--- src/rtl/bus_arbiter.sv ---
// bus_arbiter: shares the core memory bus between instruction fetch (M0)
// and the load/store unit (M1). One transaction at a time, req/gnt
// handshake, registered owner, combinational data-path multiplexer, and a
// timeout that aborts transactions the slave never acknowledges.
// Optional build macro: BUS_ARB_ROUND_ROBIN_EN (alternate between masters
// when both request; default is fixed priority M1 over M0).
module bus_arbiter #(
  parameter int          TIMEOUT_CYCLES = 16,
  parameter logic [31:0] ERR_RDATA      = 32'hDEADBEEF
) (
  input  logic        i_CLK,
  input  logic        i_RST,
  input  logic        i_M0_REQ,
  input  logic [31:0] i_M0_ADDR,
  input  logic [31:0] i_M0_WDATA,
  input  logic        i_M0_WE,
  input  logic [1:0]  i_M0_HB,
  output logic        o_M0_GNT,
  output logic [31:0] o_M0_RDATA,
  input  logic        i_M1_REQ,
  input  logic [31:0] i_M1_ADDR,
  input  logic [31:0] i_M1_WDATA,
  input  logic        i_M1_WE,
  input  logic [1:0]  i_M1_HB,
  output logic        o_M1_GNT,
  output logic [31:0] o_M1_RDATA,
  output logic        o_BUS_REQ,
  output logic [31:0] o_BUS_ADDR,
  output logic [31:0] o_BUS_WDATA,
  output logic        o_BUS_WE,
  output logic [1:0]  o_BUS_HB,
  input  logic [31:0] i_BUS_RDATA,
  input  logic        i_BUS_ACK,
  output logic        o_BUS_ERR
);

  // A zero timeout still needs a legal one-bit counter.
  localparam int CW = (TIMEOUT_CYCLES > 0) ? $clog2(TIMEOUT_CYCLES + 1) : 1;
  localparam logic [CW-1:0] CNT_LAST = CW'((TIMEOUT_CYCLES > 0) ? TIMEOUT_CYCLES - 1 : 0);
  localparam logic [CW-1:0] CNT_SAT  = CW'((TIMEOUT_CYCLES > 0) ? TIMEOUT_CYCLES : 1);
  localparam bit TIMEOUT_EN = (TIMEOUT_CYCLES > 0);

  typedef enum logic [1:0] {
    IDLE   = 2'd0,
    OWN_M0 = 2'd1,
    OWN_M1 = 2'd2
  } state_t;

  state_t        state_q, state_d;
  logic          last_q, last_d;   // 0: M0 served last, 1: M1 served last
  logic [CW-1:0] cnt_q, cnt_d;

  logic        pick_m1;
  logic        own_sel;            // 1 when M1 is the current owner
  logic        own_req;
  logic        gnt;
  logic [31:0] gnt_rdata;

  // Arbitration decision taken in IDLE.
  always_comb begin
`ifdef BUS_ARB_ROUND_ROBIN_EN
    pick_m1 = i_M1_REQ && (!i_M0_REQ || !last_q);
`else
    pick_m1 = i_M1_REQ;
`endif
  end

  // Next-state, counter and all outputs; bus fields follow the owner.
  always_comb begin
    state_d     = state_q;
    last_d      = last_q;
    cnt_d       = cnt_q;
    own_sel     = 1'b0;
    own_req     = 1'b0;
    gnt         = 1'b0;
    gnt_rdata   = 32'h0;
    o_BUS_REQ   = 1'b0;
    o_BUS_ADDR  = 32'h0;
    o_BUS_WDATA = 32'h0;
    o_BUS_WE    = 1'b0;
    o_BUS_HB    = 2'b00;
    o_BUS_ERR   = 1'b0;
    o_M0_GNT    = 1'b0;
    o_M0_RDATA  = 32'h0;
    o_M1_GNT    = 1'b0;
    o_M1_RDATA  = 32'h0;

    case (state_q)
      IDLE: begin
        // Counter is held at zero so every ownership starts from a clean count.
        cnt_d = '0;
        if (pick_m1) begin
          state_d = OWN_M1;
        end else if (i_M0_REQ) begin
          state_d = OWN_M0;
        end
      end
      OWN_M0, OWN_M1: begin
        own_sel     = (state_q == OWN_M1);
        own_req     = own_sel ? i_M1_REQ : i_M0_REQ;
        o_BUS_REQ   = own_req;
        o_BUS_ADDR  = own_sel ? i_M1_ADDR  : i_M0_ADDR;
        o_BUS_WDATA = own_sel ? i_M1_WDATA : i_M0_WDATA;
        o_BUS_WE    = own_sel ? i_M1_WE    : i_M0_WE;
        o_BUS_HB    = own_sel ? i_M1_HB    : i_M0_HB;
        if (!own_req) begin
          // Owner withdrew its request: abandon quietly, no grant, no error.
          state_d = IDLE;
        end else if (i_BUS_ACK) begin
          // ACK beats a simultaneous timeout.
          gnt       = 1'b1;
          gnt_rdata = i_BUS_RDATA;
          state_d   = IDLE;
          last_d    = own_sel;
        end else if (TIMEOUT_EN && (cnt_q == CNT_LAST)) begin
          gnt       = 1'b1;
          gnt_rdata = ERR_RDATA;
          o_BUS_ERR = 1'b1;
          state_d   = IDLE;
        end else if (cnt_q != CNT_SAT) begin
          cnt_d = cnt_q + CW'(1);
        end
      end
      default: begin
        state_d = IDLE;
      end
    endcase

    if (own_sel) begin
      o_M1_GNT   = gnt;
      o_M1_RDATA = gnt_rdata;
    end else begin
      o_M0_GNT   = gnt;
      o_M0_RDATA = gnt_rdata;
    end
  end

  // Control registers with synchronous reset.
  always_ff @(posedge i_CLK) begin
    if (i_RST) begin
      state_q <= IDLE;
      last_q  <= 1'b0;
      cnt_q   <= '0;
    end else begin
      state_q <= state_d;
      last_q  <= last_d;
      cnt_q   <= cnt_d;
    end
  end

endmodule

--- config.mk ---
export PLATFORM = sky130hd
export DESIGN_NAME = bus_arbiter
export DESIGN_NICKNAME = d
export VERILOG_FILES = /design/src/rtl/bus_arbiter.sv
export SDC_FILE = /design/constraint.sdc
export NUM_CORES = 1
export LEC_CHECK = 0
export BUFFER_PORTS_ARGS = -buffer_cell sky130_fd_sc_hd__buf_2
export CAP_MARGIN = 30
export CORE_AREA = 5 5 117 119
export DETAILED_ROUTE_END_ITERATION = 6
export DIE_AREA = 0 0 122 124
export SLEW_MARGIN = 20
export SYNTH_ARGS = -nofsm -noshare
export SYNTH_HDL_FRONTEND = slang
export SYNTH_SLANG_ARGS = --single-unit
--- constraint.sdc ---
create_clock -name i_CLK -period 3.2 [get_ports i_CLK]
set_input_delay 0.32 -clock i_CLK [delete_from_list [all_inputs] [get_ports i_CLK]]
set_output_delay 0.32 -clock i_CLK [all_outputs]
set_load 0.1 [all_outputs]
# Word-level counts from Yosys, hierarchy flattened
# Cells that the tools add are included.
[word_totals]
input_bits = 171
wordCells = 55
output_inout_bits = 135
regBits = 7
[classes]
mux = 37
n_eq_ne = 10
n_reduce_logical = 5
addsub = 1
[ops]
columns = ["operator", "count"]
rows = [
  ["2-to-1 mux 32 bit", 10],
  ["2-to-1 mux 5 bit", 4],
  ["2-to-1 mux 1 bit", 14],
  ["2-to-1 mux 2 bit", 7],
  ["one-hot mux 5 bit (2 select lines)", 1],
  ["inequality test 2 bit, second input constant", 4],
  ["adder 5 x 1 -> 5 bit, second input constant", 1],
  ["equality test 5 x 4 -> 1 bit, second input constant", 1],
  ["inequality test 5 bit, second input constant", 1],
  ["AND reduction 5 bit", 1],
  ["inequality test 4 bit, second input constant", 1],
  ["one-hot mux 2 bit (2 select lines)", 1],
  ["inequality test 3 bit, second input constant", 1],
  ["equality test 2 x 1 -> 1 bit, second input constant", 1],
  ["equality test 2 bit, second input constant", 1],
  ["logical NOT 2 bit", 1],
  ["AND reduction 2 bit", 1],
  ["nonzero test 2 bit", 1],
  ["OR reduction 2 bit", 1],
]

# Longest topological paths before layout
[logic_depth]
depth_word = 6
ltp_mapped = 7
mapped_depth_nobuf = 6

# Least setup slack after synthesis
# No wires, ideal clock.
[synth_timing]
path_kind = "flip-flop to output port"
from = "register cnt_q[0]"
to = "output o_M1_RDATA[18]"
stages_incl_launch_ff = 8
slack_ns = 0.213
required_time_ns = 2.880
arrival_ns = 2.667
n_path_buf = 1
path_cell_list = "dfxtp_1 > ha_1 > and3_1 > ha_1 > or2_2 > nand4_1 > clkbuf_1 > nor2_1"
[synth_via]
elab_chain_cells = 6
[synth_lines]
columns = ["element", "line_no", "rtl"]
rows = [
  ["from (decl)", "51", "logic [CW-1:0] cnt_q, cnt_d;"],
  ["from (signal assigned)", "147", "cnt_q <= cnt_d;"],
  ["equality test 5 x 4 -> 1 bit", "115", "end else if (TIMEOUT_EN && (cnt_q == CNT_LAST)) begin"],
  ["2-to-1 mux 32 bit", "115", ""],
  ["2-to-1 mux 32 bit", "109", "end else if (i_BUS_ACK) begin"],
  ["2-to-1 mux 32 bit", "106", "if (!own_req) begin"],
  ["2-to-1 mux 32 bit", "88", "case (state_q)"],
  ["2-to-1 mux 32 bit", "129", "if (own_sel) begin"],
  ["to (decl)", "26", "output logic [31:0] o_M1_RDATA,"],
]
# Every way passes these cells.

# Final worst setup path
[layout_timing]
from = "register state_q[1]"
to = "output o_M0_RDATA[20]"
[layout_via]
elab_chain_cells = 5
word_cells_on_any_way = 8
cone_classes = "eq/ne: 2; mux: 5; reduce/logical: 1"
[layout_lines]
columns = ["element", "line_no", "rtl"]
rows = [
  ["from (decl)", "49", "state_t state_q, state_d;"],
  ["from (signal assigned)", "145", "state_q <= state_d;"],
  ["equality test 2 bit", "88, 99", ""],
  ["2-to-1 mux 1 bit", "100", "own_req = own_sel ? i_M1_REQ : i_M0_REQ;"],
  ["2-to-1 mux 32 bit", "106", ""],
  ["2-to-1 mux 32 bit", "88", ""],
  ["2-to-1 mux 32 bit (*)", "129", ""],
  ["to (decl)", "19", "output logic [31:0] o_M0_RDATA,"],
]
# Every way passes the cells marked *; elsewhere a longest branch is shown, timed or not.

==> flow_summary.ini <==
[outcome]
outcome = finished clean

[placement]
gp_congestion = 0.823
dp_slack_ps = 746
dp_hpwl_um = 9450
io_buffers = 305

[critical_path]
crit_arrival_ps = 2270
cpPeakStageDelay_ps = 550
crit_path_top_delay_cell = ha_2
worstPathMaxFanout = 23
crit_required_ps = 2880
worstSetupStartpointType = flip-flop
criticalPathCategory = reg -> out
cp_top_family = simple AND/OR/NAND/NOR gates
endpoint_kind = output pin
path_cells = inv_1 > ha_2 > and3_1 > and2_1 > buf_2
crit_buf_inv = 2

[yosys]
synth_top_area_share_pct = 31.7
postSynthAreaPerCell_um2 = 7.00
ys_ff_latch = 7
synthTopCellsByCount = nor2b_1 (93), mux2i_1 (69), nor2_1 (49), and2_1 (17), clkbuf_1 (13)
synthArstFlopShare_pct = 0
ys_top_cells_by_area = mux2i_1 (32%), nor2b_1 (27%), nor2_1 (8.4%)
synth-edff-count = 0
ys_warn_count = 0
synth_nets = 487
synth_most_common_cell = nor2b_1
ys_types = 35
synth_area_um2 = 2180
synth_ff_type = dfxtp_1
synth_cells = 311
yosys.area.top_type = mux2i_1
yosysSeqAreaShare_pct = 6.44

[timing]
setup_viol_count_final = 0
fin_skew_ps = 2.16
setup_tns_ps = 0
hold_viol_final = 0
rsz0062_at_grt = false
post-route-period-util_pct = 81.0
fin_ws_ps = 609
period_minus_slack_ps = 2590
worst_slew_pin_slew_ps = 511
slew_headroom_pct = 66.2
maxSlewViolCount = 0
fmax_mhz = 386

[layout]
fin_nets = 778
antennaDiodeCount = 0
fillers = 1328
drive_above_1_share_pct = 53.2
area_growth_pct = 117

[clock_tree]
root_buffer = clkbuf_16
clk_latency_ps = 230
tritoncts = built
cts_buffers = 3
cts-htree-levels = 1
clkSinkCount = 7
path_clk_slew_ps = 40
cts_hold_buf = 0
postCtsSetupBuffers = 0
ctsLongestPathBuffers = 2
cts.repair.resized = 0

[detailed_routing]
drc = 0
drtPass1Iterations = 4
drt-initial-drc-count = 129
post_drt_wl_per_cell_um = 14.4
vias = 3188
ant_nets = 0
viasPerCell = 4.12
wl_um = 11200

[die]
die_x_um = 122
core_um2 = 12500
dieArea_um2 = 15100
rows = 41
die_y_um = 124
start_util_pct = 17.5
io_pins = 306

[global_routing]
grt-ovfl-total = 0
grt_pass1_vias = 2914
grt_pass1_wl_um = 15200
grt_max_degree = 57
grt_usage_pct = 12.4
antenna_found_initial = 0

[power_and_ir_drop]
powerDensity_nw_per_um2 = 419
vdd_drop_max_mv = 0.235
power_w = 0.00198
leakage_nw = 2.42

[worst_hold_path]
worstHoldPathType = in -> reg

[run]
drv_cap = 0
==> routing by layer <==
| metal | global-route usage [%] | vias to the layer above | wire length, µm |
|---|---|---|---|
| li1 | - | 1614 | - |
| met1 | 14.1 | 1422 | 4080 |
| met2 | 24.3 | 146 | 5990 |
| met3 | 2.68 | 6 | 1030 |
| met4 | 1.26 | 0 | 63 |
| met5 | 0 | - | 0 |
==> path summary, 6_finish.rpt <==
check	start	end	slack, ps	cells past startpoint
setup reg to reg	state_q[1]	cnt_q[3]	770	6
setup / recovery	state_q[1]	o_M0_RDATA[20]	610	5
hold / removal	i_RST	cnt_q[0]	390	2
hold reg to reg	cnt_q[2]	cnt_q[2]	550	2
==> cell type report <==
type	count	area (µm²)	share of cell area, %
sequential	7	140	2.97
timing repair buffer	310	2340	49.5
clock buffer	4	78.8	1.67
multi-input combinational	271	1920	40.6
inverter	9	33.8	0.715
tap	172	215	4.56
==> sequential cells by signal, indices dropped and copies added, names as in the netlist <==
signal,cells
state_q,2
cnt_q,5
==> where the power goes <==
| part | leakage, nW | switching [W] | total [W] | internal [W] |
|---|---|---|---|---|
| clock | 0.0382 | 0.0000518 | 0.000218 | 0.000166 |
| combinational | 2.33 | 0.00126 | 0.00167 | 0.000407 |
| sequential | 0.0568 | 0.00000263 | 0.0000936 | 0.0000910 |
| total | 2.42 | 0.00132 | 0.00198 | 0.000664 |
==> cells in the final DEF (no fill, tap or decap), types with 5 or more instances in the layout <==
cell type    n
and2_1      17
buf_12      52
buf_2      255
nor2b_1     93
dfxtp_1      7
nand3_1      5
nor2_1      49
inv_1        9
mux2i_1     69
==> stage by stage <==
stage	hold slack, ps	util [%]	std cells	cell area [µm²]
2_1_floorplan	484	-	311	2180
3_3_place_gp	529	37.3	769	4650
3_5_place_dp	538	37.3	769	4650
4_1_cts	372	37.9	773	4720
5_1_grt	403	37.9	773	4720
6_report	387	37.9	773	4720
==> kinds of logic after synthesis <==
kind of cell,after synthesis,synth area share [%]
DFF,7,6.44
buffers and inverters,33,6.21
and+or+nand+nor,185,48.2
muxes,72,33.3
AOI/OAI and AO/OA,9,3.05
adders and majority gates,5,2.87
No activity file was read; power rests on OpenSTA's default activity.
